<file path="src/rtl/adc_sample_scheduler_if.sv">
// rtl/adc_sample_scheduler_if.sv - handshake between the sample scheduler and the ADS1115 I2C reader
interface adc_sample_scheduler_if;
   logic        adc_start;
   logic [2:0]  adc_mux;
   logic        adc_done;
   logic [15:0] adc_data;

   modport master (output adc_start, output adc_mux, input adc_done, input adc_data);
   modport slave  (input adc_start, input adc_mux, output adc_done, output adc_data);
endinterface

</file>
<file path="src/rtl/adc_sample_scheduler.sv">
// rtl/adc_sample_scheduler.sv - per-tick ADC conversion frame sequencer for the MPPT loop
module adc_sample_scheduler #(
   parameter int PERIOD_CYC  = 50000,
   parameter int TIMEOUT_CYC = 20000
) (
   input  logic                   clk,
   input  logic                   rst_n,
   input  logic                   run,
   input  logic [3:0]             ch_mask,
   input  logic                   clr_err,
   adc_sample_scheduler_if.master adc,
   output logic [63:0]            sample_bus,
   output logic                   frame_valid,
   output logic                   frame_ok,
   output logic [15:0]            frame_cnt,
   output logic                   timeout_err,
   output logic [1:0]             err_ch,
   output logic                   overrun_err,
   output logic                   busy
);
   localparam int PW = $clog2(PERIOD_CYC);
   localparam int TW = $clog2(TIMEOUT_CYC);
   localparam logic [PW-1:0] PER_LAST = PW'(PERIOD_CYC - 1);
   localparam logic [TW-1:0] TO_LAST  = TW'(TIMEOUT_CYC - 1);

   typedef enum logic [2:0] {IDLE, WAIT_TICK, SELECT, ISSUE, WAIT_DONE, FRAME_END} state_t;

   state_t        state;
   logic [PW-1:0] per_cnt;
   logic [TW-1:0] to_cnt;
   logic [3:0]    mask_q;
   logic [1:0]    ch;
   logic          frame_bad;
   logic          tick;
   logic          done_evt;
   logic          to_evt;
   logic [1:0]    tick_ch;
   logic [1:0]    next_ch;

   function automatic logic [1:0] lowest(input logic [3:0] m);
      if (m[0])      return 2'd0;
      else if (m[1]) return 2'd1;
      else if (m[2]) return 2'd2;
      else           return 2'd3;
   endfunction

   assign tick     = run && (per_cnt == PER_LAST);
   assign done_evt = (state == WAIT_DONE) && adc.adc_done;
   // done in the same cycle as the last wait cycle counts as success
   assign to_evt   = (state == WAIT_DONE) && !adc.adc_done && (to_cnt == TO_LAST);
   assign tick_ch  = lowest(ch_mask);
   assign next_ch  = lowest(mask_q);

   // outputs are registered on entry to the state that owns them, so SELECT
   // work (mux + channel pick) is done on the transition into SELECT
   always_ff @(posedge clk) begin
      if (!rst_n) begin
         state         <= IDLE;
         per_cnt       <= '0;
         to_cnt        <= '0;
         mask_q        <= 4'b0;
         ch            <= 2'd0;
         frame_bad     <= 1'b0;
         adc.adc_start <= 1'b0;
         adc.adc_mux   <= 3'b000;
         sample_bus    <= 64'b0;
         frame_valid   <= 1'b0;
         frame_ok      <= 1'b0;
         frame_cnt     <= 16'b0;
         timeout_err   <= 1'b0;
         err_ch        <= 2'd0;
         overrun_err   <= 1'b0;
         busy          <= 1'b0;
      end else begin
         adc.adc_start <= 1'b0;
         frame_valid   <= 1'b0;
         frame_ok      <= 1'b0;

         if (!run || tick) per_cnt <= '0;
         else              per_cnt <= per_cnt + 1'b1;

         if (clr_err) begin
            timeout_err <= 1'b0;
            overrun_err <= 1'b0;
         end
         if (tick && busy) overrun_err <= 1'b1;

         case (state)
            IDLE: if (run) state <= WAIT_TICK;
            WAIT_TICK: begin
               if (!run) begin
                  state <= IDLE;
               end else if (tick && ch_mask != 4'b0) begin
                  mask_q      <= ch_mask & ~(4'b0001 << tick_ch);
                  ch          <= tick_ch;
                  adc.adc_mux <= {1'b1, tick_ch};
                  frame_bad   <= 1'b0;
                  busy        <= 1'b1;
                  state       <= SELECT;
               end
            end
            SELECT: begin
               adc.adc_start <= 1'b1;
               state         <= ISSUE;
            end
            ISSUE: begin
               to_cnt <= '0;
               state  <= WAIT_DONE;
            end
            WAIT_DONE: begin
               to_cnt <= to_cnt + 1'b1;
               if (done_evt) sample_bus[{ch, 4'b0000} +: 16] <= adc.adc_data;
               if (to_evt) begin
                  timeout_err <= 1'b1;
                  err_ch      <= ch;
                  frame_bad   <= 1'b1;
               end
               if (done_evt || to_evt) begin
                  if (!run) begin
                     busy  <= 1'b0;
                     state <= IDLE;
                  end else if (mask_q != 4'b0) begin
                     mask_q      <= mask_q & ~(4'b0001 << next_ch);
                     ch          <= next_ch;
                     adc.adc_mux <= {1'b1, next_ch};
                     state       <= SELECT;
                  end else begin
                     frame_valid <= 1'b1;
                     frame_ok    <= ~(frame_bad | to_evt);
                     frame_cnt   <= frame_cnt + 1'b1;
                     state       <= FRAME_END;
                  end
               end
            end
            FRAME_END: begin
               busy  <= 1'b0;
               state <= WAIT_TICK;
            end
            default: state <= IDLE;
         endcase
      end
   end
endmodule

</file>
<file path="src/flat_wrapper.sv">
// flat-port wrapper written by rule: the top's interface ports become plain ports
module adc_sample_scheduler_flat 
#(
   parameter int PERIOD_CYC  = 50000,
   parameter int TIMEOUT_CYC = 20000
)
  (clk, rst_n, run, ch_mask, clr_err, sample_bus, frame_valid, frame_ok, frame_cnt, timeout_err, err_ch, overrun_err, busy, adc_adc_start, adc_adc_mux, adc_adc_done, adc_adc_data);
  adc_sample_scheduler_if adc_i ();
  input  logic clk;
  input  logic rst_n;
  input  logic run;
  input  logic [3:0] ch_mask;
  input  logic clr_err;
  output logic [63:0] sample_bus;
  output logic frame_valid;
  output logic frame_ok;
  output logic [15:0] frame_cnt;
  output logic timeout_err;
  output logic [1:0] err_ch;
  output logic overrun_err;
  output logic busy;
  output wire logic [$bits(adc_i.adc_start)-1:0] adc_adc_start;
  output wire logic [$bits(adc_i.adc_mux)-1:0] adc_adc_mux;
  input wire logic [$bits(adc_i.adc_done)-1:0] adc_adc_done;
  input wire logic [$bits(adc_i.adc_data)-1:0] adc_adc_data;
  assign adc_adc_start = adc_i.adc_start;
  assign adc_adc_mux = adc_i.adc_mux;
  assign adc_i.adc_done = adc_adc_done;
  assign adc_i.adc_data = adc_adc_data;
  adc_sample_scheduler #(.PERIOD_CYC(PERIOD_CYC), .TIMEOUT_CYC(TIMEOUT_CYC)) u_core (.clk(clk), .rst_n(rst_n), .run(run), .ch_mask(ch_mask), .clr_err(clr_err), .adc(adc_i), .sample_bus(sample_bus), .frame_valid(frame_valid), .frame_ok(frame_ok), .frame_cnt(frame_cnt), .timeout_err(timeout_err), .err_ch(err_ch), .overrun_err(overrun_err), .busy(busy));
endmodule
</file>
<file path="config.mk">
export PLATFORM = sky130hd
export DESIGN_NAME = adc_sample_scheduler_flat
export DESIGN_NICKNAME = d
export VERILOG_FILES = /design/src/rtl/adc_sample_scheduler_if.sv /design/src/rtl/adc_sample_scheduler.sv /design/src/flat_wrapper.sv
export SDC_FILE = /design/constraint.sdc
export NUM_CORES = 1
export LEC_CHECK = 0
export CELL_PAD_IN_SITES_DETAIL_PLACEMENT = 0
export CELL_PAD_IN_SITES_GLOBAL_PLACEMENT = 1
export CORE_MARGIN = 4
export CORE_UTILIZATION = 34
export CTS_CLUSTER_DIAMETER = 120
export DETAILED_ROUTE_END_ITERATION = 10
export PLACE_DENSITY = 0.75
export SYNTH_ARGS = -nofsm -noshare
export SYNTH_HDL_FRONTEND = slang
export SYNTH_SLANG_ARGS = --single-unit
</file>
<file path="constraint.sdc">
create_clock -name clk -period 2 [get_ports clk]
set_input_delay 0.4 -clock clk [delete_from_list [all_inputs] [get_ports clk]]
set_output_delay 0.4 -clock clk [all_outputs]
set_load 0.01 [all_outputs]
</file>
---- Yosys cells after proc, flatten, opt, wreduce, memory -nomap -nowiden ----
Index checks and enable logic that the tools add are counted.
storage, ports and cells
  register bits ........................... 132
  latch bits .............................. 0
  bits in writable memories ............... 0
  ROM bits ................................ 0
  input bits .............................. 25
  output and inout bits ................... 91
  logic and storage cells ................. 127
  memories ................................ 0
operators by class
  $add $sub $neg .......................... 4
  multiply operators ...................... 0
  div/mod/pow operators ................... 0
  order comparisons ....................... 0
  eq/ne operators ......................... 16
  shift-type cells ........................ 4
  multiplexer cells ....................... 49
  bitwise gates (word level) .............. 11
  reductions and logical operators ........ 27
operators by type and width
  operator                   number
  $bwmux W64                 1
  $shift A16 B8 Y64 const A  1
  $shiftx A16 B8 Y64         1
  $mux W3                    11
  $add A16 B1 Y16 const B    2
  $pmux W15 S2               1
  $mux W4                    5
  $mux W2                    9
  $pmux W3 S6                1
  $eq A16 B16 Y1 const B     1
  $mux W1                    16
  $add A15 B1 Y15 const B    1
  $eq A15 B15 Y1 const B     1
  $ne A2 B2 Y1 const B       6
  $reduce_and A4 Y1          3
  $and A4 B4 Y4              2
  $neg A6 Y8                 1
  $not A4 Y4                 2
  $pmux W4 S2                1
  $reduce_bool A4 Y1         2
  $shl A1 B2 Y4 const A      2
  $eq A3 B2 Y1 const B       2
  $eq A3 B3 Y1 const B       2
  $logic_and A1 B1 Y1        6
  other kinds (20)           31

---- Depth between registers and ports, before layout ----
  word-level depth ........................ 10
  mapped depth ............................ 8
  depth with buffers taken out ............ 6

---- Worst setup path after synthesis ----
Ideal clock, no wire load.
  path type ............................... reg-to-reg
  start ................................... reg u_core.ch[0]
  end ..................................... reg u_core.sample_bus[22]
  library setup time ...................... 0.070 ns
  arrival ................................. 1.967 ns
  required time ........................... 1.930 ns
  setup slack ............................. -0.037 ns
  cell stages (with the launch flop) ...... 7
  buffers on the path ..................... 1
  period minus slack after synthesis ...... 2.037 ns
  path through ............................ dfxtp_1 -> inv_1 -> ha_1 -> nor3b_1 -> clkbuf_1 -> nand3_1 -> a21oi_1
on the way
  longest elaborated chain between the ends .. 3
  elaborated cells on any way between the ends .. 4
  those cells by class .................... add/sub: 1; shift: 2; mux: 1
RTL lines
  element                                                         line                         source
  start: declaration                                              adc_sample_scheduler.sv:32   logic [1:0] ch;
  start signal: assignment                                        adc_sample_scheduler.sv:95   ch <= tick_ch;
  start signal: assignment                                        adc_sample_scheduler.sv:124  ch <= next_ch;
  $neg A6 Y8 *                                                    adc_sample_scheduler.sv:112  if (done_evt) sample_bus[{ch, 4'b0000} +: 16] <= adc.adc_data;
  $shiftx A16 B8 Y64 / $shift A16 B8 Y64 (equally long branches)  adc_sample_scheduler.sv:112
  $bwmux W64 *                                                    adc_sample_scheduler.sv:112
  end signal: indexed assignment                                  adc_sample_scheduler.sv:112
  end: declaration                                                adc_sample_scheduler.sv:12   output logic [63:0] sample_bus,
Every way passes the cells marked *; elsewhere a longest branch is shown, timed or not.
A chain may end at the register's enable or synchronous reset.

==> results.txt <==
Power density cells - 716.9 mW/mm²
Worst min path class - reg -> reg
Prevailing post-synth register cell - dfxtp_1
Max Fclk - 0.5211 GHz
Yosys reg bits - 130
Total routing usage reported by global routing - 0.1679
CTS clk-pin slew, worst paths - 0.06 ns
Post-synth top area cell - dfxtp_1
DRT Pass-1 Iters - 8
CP Max Fanout - 7
Critical Path AT - 1.52 ns
Asr flop ratio synth - 0
RD Place Congestion - 0.8462
Placed Cells - 1023
I/O pin cnt - 116
Yosys Warn Count - 0
Headroom to the max-slew limit - 0.6882
Chip width - 136.6 µm
Avg WL per Cell - 14.87 µm
Design Area, Final - 0.008051 mm²
DIE AREA - 0.01865 mm²
Cells after Synth - 677
Synth Area per Inst - 8.300 µm²
HPWL after DPL - 11540 µm
Worst Path Required - 1.60 ns
DR iter-0 viols - 286
CTS Buf Count - 17
Sink Count - 130
Yosys top cell area share - 0.4631
Mapped Area - 0.005619 mm²
Leakage power - 2.759 nW
Initial antenna violation count - 0
# diodes - 0
Post-synth EDFFs - 0
Drt via density - 4.997
Clk_skew - 0.01270 ns
WHS - 0.4466 ns
Max Root-Sink Buffers - 2
Dpl cell area - 0.007440 mm²
Top cells by area, synth - dfxtp_1 46%, nand3_1 8.3%, a21oi_1 7.6%, nand2_1 6.5%, nor2_1 3.2%
Worst Setup Start Kind - flop
Crit Path Category - reg -> out
Port bufs - 115
Final Setup Violations - 0
Largest net degree at the start of global routing - 25
Fin crit share - 0.9595
Final Non-Filler Cells - 1056
Vias post-DR - 5277
DRC Markers - 0
Synth unique cells - 57
Worst slew pin tran - 0.4637 ns
CTS tree - yes
Synthesized Nets - 710
Worst-Skew Late Latency - 0.42 ns
CTS Root Cell - clkbuf_16
Die height - 136.6 µm
Std cell rows - 46
First-pass GRT wire length - 25270 µm
Vias in the first global route - 5059
Post-synthesis sequential area ratio - 0.4631
Layout cells sized above 1 - 0.1429
Peak VDD IR - 0.5521 mV
Grt total ovfl - 0
CORE AREA - 0.01606 mm²
WL final - 15700 µm
RSZ-0062 raised after global routing - yes
Final ANT Viol Nets - 0
Status - complete, no violations
Slew Viols, Final - 0
Hold Vio Cnt, Final - 0
Clock period minus worst slack - 1.919 ns
Max Cap Viol - 0
H-tree depth - 4
Final Net Count - 860
Area Growth Syn to Fin - 43.29%
Starting density of the core - 0.3499
CP endpoint kind - primary output
-- synthesized netlist by cell type, types with 2 or more instances --
cell type,n
o221ai_1,3
xnor2_1,18
nor4b_1,2
nand3b_1,3
or4bb_1,2
dfxtp_1,130
nor4_4,3
nand2_1,97
nand2b_1,8
xor2_1,5
o31ai_1,3
buf_2,9
mux2_2,2
nor3b_1,3
nor3_1,11
ha_1,8
o21a_1,2
nand4_1,12
a21oi_1,85
or3_1,10
and2_1,4
nor4_1,8
mux2i_1,5
a31oi_1,3
nor2_1,48
nand3_1,93
nor4_2,2
clkbuf_1,30
o21ai_0,15
inv_1,10
nor2b_1,3
buf_6,2
o211ai_1,2
and4_1,6
and3_1,7
a211oi_1,2
-- stage by stage --
step	worst slack, ns	total power, mW	setup TNS, ns	utilization
2_1_floorplan	-0.03707	2.750	-1.062	-
3_3_place_gp	-0.07297	2.883	-0.5220	0.4633
3_5_place_dp	-0.1570	2.886	-1.656	0.4633
4_1_cts	0.02323	5.815	0	0.4986
5_1_grt	-0.004721	5.958	-0.006955	0.5014
6_report	0.08095	5.772	0	0.5014
-- sequential cells by signal, indices dropped and copies added (netlist names) --
name / cells
u_core.state: 3
u_core.err_ch: 2
u_core.frame_valid: 1
u_core.frame_cnt: 16
u_core.mask_q: 4
u_core.overrun_err: 1
u_core.timeout_err: 1
u_core.to_cnt: 15
u_core.frame_bad: 1
u_core.frame_ok: 1
u_core.busy: 1
u_core.per_cnt: 16
u_core.adc.adc_start: 1
u_core.adc.adc_mux: 2
u_core.ch: 1
u_core.sample_bus: 64
-- repair_timing --
action,4_1_cts,5_1_grt
hold endpoints to repair,0,0
buffers inserted,0,1
hold buffers,0,0
endpoints found under the setup margin,0,10
resized for setup,0,11
-- cell families after synthesis --
kind of cell	synth area share
xor gates and xnor gates	0.03585
DFF	0.4631
muxes	0.01492
buffers and inverters	0.04231
and+or+nand+nor	0.3044
AOI/OAI and AO/OA	0.1216
adders and majority gates	0.01781
-- final cells by class --
class	count	area, µm²
multi-input combinational	492	2829
clock buffer	20	456.7
sequential	130	2605
inverter	11	41.29
clock inverter	12	110.1
timing repair buffer	175	1739
tap	216	270.3
fill	1468	8006
-- path summary, 6_finish.rpt --
kind                            depth (start not counted)                            end  slack, ns                          from
worst min register to register                          1   u_core.per_cnt[0]$_SDFF_PP0_       0.45  u_core.per_cnt[0]$_SDFF_PP0_
worst min-delay path                                    1   u_core.per_cnt[0]$_SDFF_PP0_       0.45  u_core.per_cnt[0]$_SDFF_PP0_
worst max-delay path                                    2                 adc_adc_mux[0]       0.08     u_core.ch[0]$_SDFFE_PN0P_
worst max register to register                          6  u_core.mask_q[2]$_SDFFE_PN0P_       0.12  u_core.per_cnt[5]$_SDFF_PP0_
-- worst max-delay path, stage by stage (launching register included) --
cell	delay [ns]
dfxtp_1	0.35
buf_4	0.19
clkdlybuf4s50_1	0.57
-- metal layers --
metal | vias to the layer above | share of wire | wire length, µm | track usage
met5 | - | 0 | 0 | 0
met3 | 16 | 0.054 | 851 | 0.03346
met1 | 2431 | 0.47 | 7448 | 0.2259
met4 | 0 | 0.010 | 161 | 0.05431
li1 | 2689 | - | - | -
met2 | 141 | 0.46 | 7237 | 0.2708
-- layout by cell type (no fill, tap or decap), types with 4 or more instances in the layout --
| cell | synthesis | routed |
|---|---|---|
| nand2_1 | 97 | 97 |
| nand2b_1 | 8 | 8 |
| buf_12 | 0 | 11 |
| nor2_1 | 48 | 48 |
| nor3b_2 | 1 | 4 |
| ha_1 | 8 | 8 |
| buf_4 | 1 | 49 |
| clkinvlp_4 | 0 | 4 |
| xnor2_1 | 18 | 18 |
| and4_1 | 6 | 5 |
| or3_1 | 10 | 9 |
| dfxtp_1 | 130 | 128 |
| and3_1 | 7 | 7 |
| o21ai_0 | 15 | 15 |
| nand4_1 | 12 | 12 |
| nor4_1 | 8 | 8 |
| mux2i_1 | 5 | 5 |
| clkbuf_16 | 0 | 17 |
| xor2_1 | 5 | 5 |
| clkdlybuf4s50_1 | 0 | 115 |
| inv_1 | 10 | 10 |
| nand3_1 | 93 | 92 |
| a21oi_1 | 85 | 85 |
| nor3_1 | 11 | 11 |
| clkinv_4 | 0 | 4 |
-- power breakdown --
group	internal (mW)	switching [mW]	leakage, nW
registers	2.60	0.00841	1.05
clock network	1.77	1.17	0.268
logic	0.107	0.119	1.44
Power figures use the tool's default switching activity.
